===== config.mk =====
export PLATFORM = sky130hd
export DESIGN_NAME = mem_port_arbiter_flat
export DESIGN_NICKNAME = d
export VERILOG_FILES = /design/src/rtl/mem_port_arbiter_if.sv /design/src/rtl/mem_port_arbiter.sv /design/src/flat_wrapper.sv
export SDC_FILE = /design/constraint.sdc
export NUM_CORES = 1
export LEC_CHECK = 0
export BUFFER_PORTS_ARGS = -buffer_cell sky130_fd_sc_hd__buf_4
export CAP_MARGIN = 15
export CORE_ASPECT_RATIO = 0.7
export CORE_UTILIZATION = 33
export CTS_CLUSTER_SIZE = 24
export DETAILED_ROUTE_END_ITERATION = 10
export MAX_ROUTING_LAYER = met4
export SLEW_MARGIN = 0
export SYNTH_ARGS = -nofsm -noshare
export SYNTH_HDL_FRONTEND = slang
export SYNTH_SLANG_ARGS = --single-unit

===== constraint.sdc =====
create_clock -name clk -period 11 [get_ports clk]
set_input_delay 1.1 -clock clk [delete_from_list [all_inputs] [get_ports clk]]
set_output_delay 1.1 -clock clk [all_outputs]
set_load 0.005 [all_outputs]

===== src/rtl/mem_port_arbiter_if.sv =====
// Bundles the fetch port, the data port and the unified memory port of mem_port_arbiter.
// The slave modport is the arbiter. The master modport is the pipeline and memory around it.
interface mem_port_arbiter_if #(
    parameter int unsigned ADDR_W = 32,
    parameter int unsigned DATA_W = 32
);
    logic              if_req;
    logic [ADDR_W-1:0] if_addr;
    logic [DATA_W-1:0] if_rdata;
    logic              if_ready;

    logic              dm_req;
    logic              dm_we;
    logic [3:0]        dm_be;
    logic [ADDR_W-1:0] dm_addr;
    logic [DATA_W-1:0] dm_wdata;
    logic [DATA_W-1:0] dm_rdata;
    logic              dm_ready;

    logic              mem_req;
    logic              mem_we;
    logic [3:0]        mem_be;
    logic [ADDR_W-1:0] mem_addr;
    logic [DATA_W-1:0] mem_wdata;
    logic [DATA_W-1:0] mem_rdata;
    logic              mem_ack;

    logic              stall_f;
    logic              stall_m;
    logic              err;

    modport slave (
        input  if_req, if_addr, dm_req, dm_we, dm_be, dm_addr, dm_wdata, mem_rdata, mem_ack,
        output if_rdata, if_ready, dm_rdata, dm_ready, mem_req, mem_we, mem_be, mem_addr,
               mem_wdata, stall_f, stall_m, err
    );

    modport master (
        output if_req, if_addr, dm_req, dm_we, dm_be, dm_addr, dm_wdata, mem_rdata, mem_ack,
        input  if_rdata, if_ready, dm_rdata, dm_ready, mem_req, mem_we, mem_be, mem_addr,
               mem_wdata, stall_f, stall_m, err
    );
endinterface


===== src/rtl/mem_port_arbiter.sv =====
// Shares one memory port between instruction fetch and data access.
// Each access is a registered request/ack transaction followed by a one-cycle ready pulse.
module mem_port_arbiter #(
    parameter int unsigned ADDR_W  = 32,
    parameter int unsigned DATA_W  = 32,
    parameter int unsigned TIMEOUT = 255
) (
    input logic              clk,
    input logic              reset,
    mem_port_arbiter_if.slave bus
);
    typedef enum logic [1:0] {StIdle, StBusyD, StBusyI, StDone} state_e;

    state_e            state_q, state_d;
    logic              last_grant_q, last_grant_d;  // 1 = data was granted last
    logic [7:0]        cnt_q, cnt_d;
    logic              err_q, err_d;
    logic              mem_req_q, mem_req_d;
    logic              mem_we_q, mem_we_d;
    logic [3:0]        mem_be_q, mem_be_d;
    logic [ADDR_W-1:0] mem_addr_q, mem_addr_d;
    logic [DATA_W-1:0] mem_wdata_q, mem_wdata_d;
    logic [DATA_W-1:0] if_rdata_q, if_rdata_d;
    logic [DATA_W-1:0] dm_rdata_q, dm_rdata_d;
    logic              if_ready_q, if_ready_d;
    logic              dm_ready_q, dm_ready_d;
    logic              timeout_hit;
    logic [DATA_W-1:0] rdata_cap;

    assign timeout_hit = !bus.mem_ack && (cnt_q == 8'(TIMEOUT - 1));
    assign rdata_cap   = bus.mem_ack ? bus.mem_rdata : '0;

    always_comb begin
        state_d      = state_q;
        last_grant_d = last_grant_q;
        cnt_d        = cnt_q;
        err_d        = err_q;
        mem_req_d    = mem_req_q;
        mem_we_d     = mem_we_q;
        mem_be_d     = mem_be_q;
        mem_addr_d   = mem_addr_q;
        mem_wdata_d  = mem_wdata_q;
        if_rdata_d   = if_rdata_q;
        dm_rdata_d   = dm_rdata_q;
        if_ready_d   = 1'b0;
        dm_ready_d   = 1'b0;

        unique case (state_q)
            StIdle: begin
                // Data has priority, but yields to fetch right after its own grant.
                if (bus.dm_req && (!bus.if_req || !last_grant_q)) begin
                    state_d      = StBusyD;
                    last_grant_d = 1'b1;
                    cnt_d        = '0;
                    mem_req_d    = 1'b1;
                    mem_we_d     = bus.dm_we;
                    mem_be_d     = bus.dm_be;
                    mem_addr_d   = bus.dm_addr;
                    mem_wdata_d  = bus.dm_wdata;
                end else if (bus.if_req) begin
                    state_d      = StBusyI;
                    last_grant_d = 1'b0;
                    cnt_d        = '0;
                    mem_req_d    = 1'b1;
                    mem_we_d     = 1'b0;
                    mem_be_d     = 4'hF;
                    mem_addr_d   = bus.if_addr;
                end
            end
            StBusyD, StBusyI: begin
                if (bus.mem_ack || timeout_hit) begin
                    state_d   = StDone;
                    mem_req_d = 1'b0;
                    if (timeout_hit) begin
                        err_d = 1'b1;
                    end
                    if (state_q == StBusyI) begin
                        if_rdata_d = rdata_cap;
                        if_ready_d = 1'b1;
                    end else begin
                        if (!mem_we_q) begin
                            dm_rdata_d = rdata_cap;
                        end
                        dm_ready_d = 1'b1;
                    end
                end else begin
                    cnt_d = cnt_q + 8'd1;
                end
            end
            StDone: begin
                state_d = StIdle;
            end
            default: begin
                state_d = StIdle;
            end
        endcase
    end

    always_ff @(posedge clk or posedge reset) begin
        if (reset) begin
            state_q      <= StIdle;
            last_grant_q <= 1'b0;
            cnt_q        <= '0;
            err_q        <= 1'b0;
            mem_req_q    <= 1'b0;
            mem_we_q     <= 1'b0;
            mem_be_q     <= '0;
            mem_addr_q   <= '0;
            mem_wdata_q  <= '0;
            if_rdata_q   <= '0;
            dm_rdata_q   <= '0;
            if_ready_q   <= 1'b0;
            dm_ready_q   <= 1'b0;
        end else begin
            state_q      <= state_d;
            last_grant_q <= last_grant_d;
            cnt_q        <= cnt_d;
            err_q        <= err_d;
            mem_req_q    <= mem_req_d;
            mem_we_q     <= mem_we_d;
            mem_be_q     <= mem_be_d;
            mem_addr_q   <= mem_addr_d;
            mem_wdata_q  <= mem_wdata_d;
            if_rdata_q   <= if_rdata_d;
            dm_rdata_q   <= dm_rdata_d;
            if_ready_q   <= if_ready_d;
            dm_ready_q   <= dm_ready_d;
        end
    end

    assign bus.mem_req   = mem_req_q;
    assign bus.mem_we    = mem_we_q;
    assign bus.mem_be    = mem_be_q;
    assign bus.mem_addr  = mem_addr_q;
    assign bus.mem_wdata = mem_wdata_q;
    assign bus.if_rdata  = if_rdata_q;
    assign bus.dm_rdata  = dm_rdata_q;
    assign bus.if_ready  = if_ready_q;
    assign bus.dm_ready  = dm_ready_q;
    assign bus.err       = err_q;
    // Stalls release in the ready cycle so the pipeline advances at its closing edge.
    assign bus.stall_f   = bus.if_req & ~if_ready_q;
    assign bus.stall_m   = bus.dm_req & ~dm_ready_q;
endmodule

===== src/flat_wrapper.sv =====
// flat-port wrapper written by rule: the top's interface ports become plain ports
module mem_port_arbiter_flat 
#(
    parameter int unsigned ADDR_W  = 32,
    parameter int unsigned DATA_W  = 32,
    parameter int unsigned TIMEOUT = 255
)
  (clk, reset, bus_if_req, bus_if_addr, bus_dm_req, bus_dm_we, bus_dm_be, bus_dm_addr, bus_dm_wdata, bus_mem_rdata, bus_mem_ack, bus_if_rdata, bus_if_ready, bus_dm_rdata, bus_dm_ready, bus_mem_req, bus_mem_we, bus_mem_be, bus_mem_addr, bus_mem_wdata, bus_stall_f, bus_stall_m, bus_err);
  mem_port_arbiter_if #(.ADDR_W(ADDR_W), .DATA_W(DATA_W)) bus_i ();
  input logic clk;
  input logic reset;
  input wire logic [$bits(bus_i.if_req)-1:0] bus_if_req;
  input wire logic [$bits(bus_i.if_addr)-1:0] bus_if_addr;
  input wire logic [$bits(bus_i.dm_req)-1:0] bus_dm_req;
  input wire logic [$bits(bus_i.dm_we)-1:0] bus_dm_we;
  input wire logic [$bits(bus_i.dm_be)-1:0] bus_dm_be;
  input wire logic [$bits(bus_i.dm_addr)-1:0] bus_dm_addr;
  input wire logic [$bits(bus_i.dm_wdata)-1:0] bus_dm_wdata;
  input wire logic [$bits(bus_i.mem_rdata)-1:0] bus_mem_rdata;
  input wire logic [$bits(bus_i.mem_ack)-1:0] bus_mem_ack;
  output wire logic [$bits(bus_i.if_rdata)-1:0] bus_if_rdata;
  output wire logic [$bits(bus_i.if_ready)-1:0] bus_if_ready;
  output wire logic [$bits(bus_i.dm_rdata)-1:0] bus_dm_rdata;
  output wire logic [$bits(bus_i.dm_ready)-1:0] bus_dm_ready;
  output wire logic [$bits(bus_i.mem_req)-1:0] bus_mem_req;
  output wire logic [$bits(bus_i.mem_we)-1:0] bus_mem_we;
  output wire logic [$bits(bus_i.mem_be)-1:0] bus_mem_be;
  output wire logic [$bits(bus_i.mem_addr)-1:0] bus_mem_addr;
  output wire logic [$bits(bus_i.mem_wdata)-1:0] bus_mem_wdata;
  output wire logic [$bits(bus_i.stall_f)-1:0] bus_stall_f;
  output wire logic [$bits(bus_i.stall_m)-1:0] bus_stall_m;
  output wire logic [$bits(bus_i.err)-1:0] bus_err;
  assign bus_i.if_req = bus_if_req;
  assign bus_i.if_addr = bus_if_addr;
  assign bus_i.dm_req = bus_dm_req;
  assign bus_i.dm_we = bus_dm_we;
  assign bus_i.dm_be = bus_dm_be;
  assign bus_i.dm_addr = bus_dm_addr;
  assign bus_i.dm_wdata = bus_dm_wdata;
  assign bus_i.mem_rdata = bus_mem_rdata;
  assign bus_i.mem_ack = bus_mem_ack;
  assign bus_if_rdata = bus_i.if_rdata;
  assign bus_if_ready = bus_i.if_ready;
  assign bus_dm_rdata = bus_i.dm_rdata;
  assign bus_dm_ready = bus_i.dm_ready;
  assign bus_mem_req = bus_i.mem_req;
  assign bus_mem_we = bus_i.mem_we;
  assign bus_mem_be = bus_i.mem_be;
  assign bus_mem_addr = bus_i.mem_addr;
  assign bus_mem_wdata = bus_i.mem_wdata;
  assign bus_stall_f = bus_i.stall_f;
  assign bus_stall_m = bus_i.stall_m;
  assign bus_err = bus_i.err;
  mem_port_arbiter #(.ADDR_W(ADDR_W), .DATA_W(DATA_W), .TIMEOUT(TIMEOUT)) u_core (.clk(clk), .reset(reset), .bus(bus_i));
endmodule

Word level (Yosys, flattened, before mapping)
Cells that the tools add are included.
Widths: inputs -> output; s select.
{ "word_totals": {"in_bits": 138, "word_cells": 72, "regBits": 148} }
{ "op_classes": {"n_eq_ne": 7, "bitwise_logic": 6, "n_reduce_logical": 19, "mux": 26, "addsub": 1} }
{ "op_table": {"columns": ["operator", "count"], "rows": [
  ["$mux 32", 3],
  ["$mux 8", 3],
  ["$pmux 8 s2", 1],
  ["$mux 1", 12],
  ["$reduce_and 3->1", 4],
  ["$add 8x1->8 const B", 1],
  ["$eq 8x8->1 const B", 1],
  ["$mux 4", 2],
  ["$mux 2", 3],
  ["$pmux 2 s3", 1],
  ["$reduce_and 2->1", 3],
  ["$eq 2x2->1 const B", 2],
  ["$not 1->1", 4],
  ["$reduce_and 4->1", 1],
  ["$reduce_bool 2->1", 2],
  ["$logic_not 1->1", 3],
  ["$ne 3x2->1 const B", 1],
  ["$and 1x1->1", 2],
  ["$eq 2x1->1 const B", 1],
  ["$logic_and 1x1->1", 2],
  ["$logic_not 2->1", 1],
  ["$logic_or 1x1->1", 2],
  ["$ne 2x1->1 const B", 1],
  ["$ne 2x2->1 const B", 1],
  ["other kinds (2)", 2]
]} }

Depth between registers and ports, before layout
Gate-level depths: netlist of the first run.
{ "depth": {"ltp_word": 5, "depth_mapped": 8, "ltp_nobuf": 6} }

Worst setup path before layout of the first run
Ideal clock, no wire load.
{ "synth_path": {"path_type": "input-to-reg", "start": "input bus_if_req", "end": "register u_core.cnt_q[3]", "setup_slack_ps": 8656, "arrival_time_ps": 2197, "stages": 5, "required_ps": 10853, "setup_time_ps": 147, "path_cell_list": "or3b_2 -> clkbuf_1 -> o211a_1 -> a21oi_1 -> o311ai_0"} }
{ "synth_between": {"elab_chain_cells": 5} }
{ "synth_rtl": {"columns": ["item", "line", "source"], "rows": [
  ["start: declaration", "flat_wrapper.sv:12", "input wire logic [$bits(bus_i.if_req)-1:0] bus_if_req;"],
  ["$logic_not 1->1", "mem_port_arbiter.sv:51", "if (bus.dm_req && (!bus.if_req || !last_grant_q)) begin"],
  ["$logic_or 1x1->1", "mem_port_arbiter.sv:51", null],
  ["$logic_and 1x1->1", "mem_port_arbiter.sv:51", null],
  ["$ne 3x2->1 (no line) or $mux 8 (tied branches)", null, null],
  ["$reduce_and 3->1 (no line) or $pmux 8 s2 (tied branches)", null, null],
  ["end signal: assignment", "mem_port_arbiter.sv:117", "cnt_q <= cnt_d;"],
  ["end: declaration", "mem_port_arbiter.sv:16", "logic [7:0] cnt_q, cnt_d;"]
]} }
Parallel ways exist; a longest one is shown, timed or not.
A chain may end at the register's enable or synchronous reset.

Worst setup path after layout of the first run
{ "layout_path": {"start": "input bus_if_req", "end": "output bus_stall_f"} }
{ "layout_between": {"elab_chain_cells": 1} }
{ "layout_rtl": {"columns": ["item", "line", "source"], "rows": [
  ["$and 1x1->1", "mem_port_arbiter.sv:142", "assign bus.stall_f = bus.if_req & ~if_ready_q;"],
  ["end: declaration", "flat_wrapper.sv:30", "output wire logic [$bits(bus_i.stall_f)-1:0] bus_stall_f;"]
]} }
Every way passes these cells.

==> summary.md, run 1 <==
| Metric | Value |
|---|---|
| Status | completed |
| Worst skew pair latency | 0.41 ns |
| Sequential fraction of the synthesis area | 0.622 |
| Maximum clock insertion buffer count | 2 |
| WP buf/inv | 2 |
| Cts hold-fix bufs | 0 |
| Final global-route overflow total | 0 |
| #FFs+latches synth | 148 |
| WP data required | 9.90 ns |
| Die area | 0.0186 mm² |
| CTS tree | done |
| Critical Path Source Type | input port |
| PortBufs | 276 |
| PwrDens | 284 mW/mm² |
| Vias | 4751 |
| CTS HTree Levels | 4 |
| Post-synth EDFFs | 0 |
| CP most frequent cell | buf_4 |
| Crit. End Element | output port |
| Leakage | 0.00450 µW |
| Post-synthesis cell area | 0.00595 mm² |
| GPL Wtd Cong | 0.777 |
| Width of the die | 163 µm |
| Nets@finish | 876 |
| Period utilization | 0.237 |
| Unrepaired setup endpoints after global routing | no |
| Cell count after synthesis | 460 |
| DRC viols | 0 |
| Clk sink count | 148 |
| Pre-antenna DRT Iters | 4 |
| Post-Place Cells | 944 |
| Die Y | 114 µm |
| Slew Limit Fails | 0 |
| Tot GR Track Use | 0.188 |
| Area grow syn2layout | 49.2% |
| Clock root buffer | clkbuf_16 |
| Post-CTS Setup Bufs | 0 |
| Crit path kind | in -> out |
| Std cell rows | 40 |
| Vias in the first global route | 4860 |
| Vias per cell | 4.87 |
| MaxCap Viol Count | 0 |
| Worst-Margin Slew | 0.804 ns |
| Top FF cell, synth | dfrtp_1 |
| Fin cells | 976 |
| Maximum vdd drop | 0.000102 V |
| Largest net degree at the start of global routing | 85 |
| CP cell instances | buf_4 > nor2b_1 > buf_4 |
| Num CTS Buffers | 17 |
| CP max stage cell | buf_4 |
| Final setup violation count | 0 |
| Net Switching | 804 µW |
| Synth warn | 0 |
| Final Util | 0.510 |
| Switching part of the total power | 0.318 |
| Post-synth cell types | 43 |
| Placement Cell Area | 0.00828 mm² |
| CP Max Fanout | 7 |
| Post-Syn Area per Cell | 12.9 µm² |
| Rel. slew slack | 0.464 |
| Final Worst Setup Slack | 8.39 ns |
| Fmax | 0.384 GHz |
| Max incr delay on CP | 0.15 ns |
| Final wirelength | 16.9 mm |
| Pint | 1720 µW |
| Initial Util | 0.342 |
| Setup TNS | 0 ns |
| Initial antenna violation count | 1 |
| Combinational power share | 0.395 |
| Minimum clock period | 2.61 ns |
| Design Area, Final | 0.00888 mm² |
| First-pass GRT wire length | 26.0 mm |
| CP arrival | 1.51 ns |
| PostCTS Resize Cnt | 0 |
| Async S/R FF share, synth | 1.00 |
| HPWL Detailed | 12.3 mm |
| CTS clk-pin slew, worst paths | 0.06 ns |
| Worst min-delay path category | reg -> reg |
| Post-DR wirelength/cell | 17.3 µm |
| DRT antenna net count | 0 |
| Post-Place Setup Slack | 8.21 ns |
| Filler instances | 1561 |
| Clk pwr share | 0.222 |
| I/O Pins | 277 |
| Clock skew | 0.00752 ns |
| Core box area | 0.0174 mm² |
| CP delay by family, top | buffers and inverters |
| Syn_nets | 603 |
| Layout cells sized above 1 | 0.473 |
| Iter 0 DRT Violations | 409 |
| Final number of hold-violating endpoints | 0 |
| Sequential share of power | 0.384 |
[per-layer routing]
metal,vias up,GRT usage,share of wire
met5,-,-,0
met4,0,0.0623,0.012
met3,13,0.0569,0.081
met2,209,0.276,0.46
met1,2290,0.248,0.45
li1,2239,-,-
[synth_stat cells, types with 2 or more instances]
library cell,number,area share
a21o_1,2,0.0025
a21oi_1,7,0.0059
a22o_1,64,0.094
a31oi_1,2,0.0021
and3_1,3,0.0032
buf_2,8,0.0067
buf_6,4,0.0076
clkbuf_1,18,0.011
dfrtp_1,148,0.62
ha_1,5,0.011
inv_1,5,0.0032
mux2_2,32,0.061
mux2i_1,32,0.054
nand2_1,43,0.027
nand2b_1,2,0.0021
nand3_1,4,0.0034
nor2_1,5,0.0032
nor2b_1,4,0.0042
nor3_1,2,0.0017
nor3b_1,3,0.0038
o211ai_1,2,0.0025
o21ai_0,40,0.034
o22a_1,4,0.0059
or3_1,2,0.0021
[cell type report]
| class | instances | area [µm²] | area share |
|---|---|---|---|
| inverter | 5 | 23.8 | 0.00268 |
| clock buffer | 22 | 474 | 0.0534 |
| multi-input combinational | 276 | 2100 | 0.237 |
| timing repair buffer | 285 | 2190 | 0.246 |
| sequential | 148 | 3700 | 0.417 |
| clock inverter | 8 | 101 | 0.0114 |
| tap | 231 | 289 | 0.0325 |
| antenna | 1 | 2.50 | 0.000282 |
[flip-flops by register name, summed over array words and instances, names as in the netlist]
name                  count
u_core.bus.mem_addr      32
u_core.bus.dm_ready       1
u_core.bus.dm_rdata      32
u_core.bus.mem_wdata     32
u_core.cnt_q              8
u_core.bus.err            1
u_core.bus.mem_we         1
u_core.bus.if_rdata      32
u_core.bus.mem_be         4
u_core.state_q            2
u_core.bus.mem_req        1
u_core.last_grant_q       1
u_core.bus.if_ready       1
[kinds of logic (layout without fill, tap and decap cells)]
group           Yosys count  count (layout)  share of synthesized area
mux                      64              64                      0.114
fa+ha+maj                 5               5                     0.0105
buf+inv                  36             320                     0.0294
simple gates             77              77                     0.0637
flops                   148             148                      0.622
other cells               0               1                          0
compound gates          130             130                      0.160
[power groups by stage]
stage,combinational [µW],clock [µW],sequential (µW)
finish,997,560,969
detailed placement,1010,0,968
global placement,975,0,967
CTS,1010,579,968
floorplan,451,0,960
global route,1090,603,997
[layout by cell type, fill, tap and decap left out, drive strengths merged, types with 4 or more instances in the layout]
master / netlist / routed
a21oi: 7 / 7
a22o: 64 / 64
buf: 13 / 285
clkbuf: 18 / 22
dfrtp: 148 / 148
ha: 5 / 5
inv: 5 / 6
mux2: 32 / 32
mux2i: 32 / 32
nand2: 43 / 43
nand3: 5 / 5
nor2: 5 / 5
nor2b: 4 / 4
o21ai: 40 / 40
o22a: 4 / 4
[path summary, 6_finish.rpt]
kind / from / slack, ns / to / cells after the start
hold reg to reg: u_core.bus.err / 0.47 / u_core.bus.err / 1
setup / recovery: bus_if_req / 8.39 / bus_stall_f / 3
min in group asynchronous: reset / 0.75 / u_core.bus.mem_wdata[12] / 2
hold / removal: u_core.bus.err / 0.47 / u_core.bus.err / 1
max in group asynchronous: reset / 9.12 / u_core.bus.dm_rdata[16] / 4
setup reg to reg: u_core.state_q[1] / 8.55 / u_core.bus.dm_rdata[11] / 6
[metrics by stage]
stage               total power [µW]  hold WS (ns)
detailed placement              1980         0.457
global placement                1940         0.457
global route                    2690         0.498
finish                          2530         0.472
CTS                             2560         0.474
floorplan                       1410         0.451
No activity file was read; power rests on OpenSTA's default activity.
==> run 2, diff against run 1 <==
==> constraint.sdc (replaced) <==
create_clock -name clk -period 2.49 [get_ports clk]
set_input_delay 0.249 -clock clk [delete_from_list [all_inputs] [get_ports clk]]
set_output_delay 0.249 -clock clk [all_outputs]
set_load 0.005 [all_outputs]
==> summary.md, run 2 (same netlist as run 1, synthesis figures left out) <==
| Metric | Value |
|---|---|
| Status | completed |
| PortBufs | 276 |
| Setup TNS | 0 ns |
| Vias in the first global route | 4741 |
| Worst r2r dst | u_core.cnt_q[3] |
| First-pass GRT wire length | 25.4 mm |
| Nets@finish | 879 |
| Critical Path Source Type | flop |
| Pre-antenna DRT Iters | 4 |
| Crit path kind | reg -> reg |
| I/O Pins | 277 |
| Iter 0 DRT Violations | 340 |
| Final setup violation count | 0 |
| Maximum vdd drop | 0.000449 V |
| Most frequent cells in the layout | buf_4 (282), dfrtp_1 (148), a22o_1 (64) |
| Max incr delay on CP | 0.57 ns |
| Cells on worst reg2reg path | 6 |
| Std cell rows | 40 |
| CTS tree | done |
| Slew Limit Fails | 0 |
| WP data required | 2.76 ns |
| Tot GR Track Use | 0.185 |
| Width of the die | 163 µm |
| Unrepaired setup endpoints after global routing | no |
| Fmax | 0.457 GHz |
| Minimum clock period | 2.19 ns |
| Fin cells | 980 |
| CTS HTree Levels | 4 |
| Maximum clock insertion buffer count | 2 |
| Worst-Margin Slew | 0.546 ns |
| Crit path to | u_core.cnt_q[3] |
| Worst r2r src | u_core.state_q[0] |
| Post-Place Cells | 946 |
| Initial antenna violation count | 0 |
| Die Y | 114 µm |
| Core box area | 0.0174 mm² |
| Worst min-delay path category | in -> reg |
| Vias per cell | 4.86 |
| Initial Util | 0.342 |
| Critical Path Start | u_core.state_q[0] |
| CP cell instances | inv_1 > ha_1 > or3b_2 > o211a_1 > a21oi_1 > o311ai_0 |
| DRC viols | 0 |
| Hold path cells | 2 |
| Rel. slew slack | 0.636 |
| Final number of hold-violating endpoints | 0 |
| CTS clk-pin slew, worst paths | 0.06 ns |
| PostCTS Resize Cnt | 0 |
| Final wirelength | 16.5 mm |
| Num CTS Buffers | 17 |
| Register-to-register setup slack | 0.30 ns |
| Final global-route overflow total | 0 |
| Hold_ws | 0.0631 ns |
| Leakage | 0.00454 µW |
| Area grow syn2layout | 50.5% |
| Commonest non-fill, non-tap cell in the layout | buf_4 |
| Period utilization | 0.878 |
| Crit. End Element | flop |
| CP max stage cell | or3b_2 |
| GPL Wtd Cong | 0.833 |
| Clock root buffer | clkbuf_16 |
| Die area | 0.0186 mm² |
| Worst skew pair latency | 0.41 ns |
| CP arrival | 2.45 ns |
| Diodes inserted | 0 |
| Post-DR wirelength/cell | 16.9 µm |
| Vias | 4767 |
| CP Max Fanout | 9 |
| PwrDens | 1260 mW/mm² |
| MaxCap Viol Count | 0 |
| HPWL Detailed | 12.0 mm |
| Clock skew | 0.00834 ns |
| Clk sink count | 148 |
| Layout cells sized above 1 | 0.477 |
| DRT antenna net count | 0 |
| Largest net degree at the start of global routing | 58 |
run 2: report_power, final:
group	switching (µW)	internal, µW	total, µW	leakage, µW
Combinational	1870	2530	4400	0.00242
Clock	1020	1620	2640	0.000299
Sequential	694	3540	4240	0.00182
run 2: critical path, delay by kind of cell, from the launching register on:
family / cells / cell delay, ns
adder cells (fa/ha/maj): 1 / 0.37
AO/OA/AOI/OAI: 3 / 0.62
flip-flops: 1 / 0.37
buffers and inverters: 1 / 0.11
AND/OR/NAND/NOR: 1 / 0.57
run 2: area by class of cell:
| cell class | count | area [µm²] |
|---|---|---|
| Clock inverter | 13 | 173 |
| Tap cell | 231 | 289 |
| Multi-Input combinational cell | 276 | 2100 |
| Clock buffer | 19 | 443 |
| Fill cell | 1564 | 8460 |
| Inverter | 5 | 22.5 |
| Sequential cell | 148 | 3700 |
| Timing Repair Buffer | 288 | 2230 |
run 2: per-layer routing:
layer / vias to the layer above / share of wire / global-route usage
met3: 11 / 0.086 / 0.0623
li1: 2239 / - / -
met2: 207 / 0.47 / 0.288
met4: 0 / 0.0068 / 0.0486
met5: - / 0 / -
met1: 2310 / 0.44 / 0.232
run 2: worst min-delay path by stage:
stage | startpoint | to | slack (ns)
3_5_place_dp | reset | u_core.bus.if_rdata[25] | 0.25
2_1_floorplan | bus_mem_rdata[30] | u_core.bus.if_rdata[30] | 0.39
5_1_grt | bus_dm_wdata[8] | u_core.bus.mem_wdata[8] | 0.04
3_3_place_gp | reset | u_core.bus.dm_rdata[30] | 0.25
6_report | bus_dm_wdata[29] | u_core.bus.mem_wdata[29] | 0.06
4_1_cts | bus_dm_wdata[29] | u_core.bus.mem_wdata[29] | 0.04
run 2: per-stage QoR:
stage          total power (µW)  setup WS [ns]  utilization  area (µm²)
2_1_floorplan              6230          0.380            -        5960
3_3_place_gp               8570          0.408        0.477        8310
3_5_place_dp               8690          0.339        0.477        8310
4_1_cts                   11400          0.301        0.513        8940
5_1_grt                   12000         0.0930        0.514        8960
6_report                  11300          0.303        0.514        8960
run 2: repair_timing:
action	4_1_cts	5_1_grt
hold endpoints to repair	9	0
hold buffers	1	0
buffers inserted	0	0
setup endpoints to repair	0	0
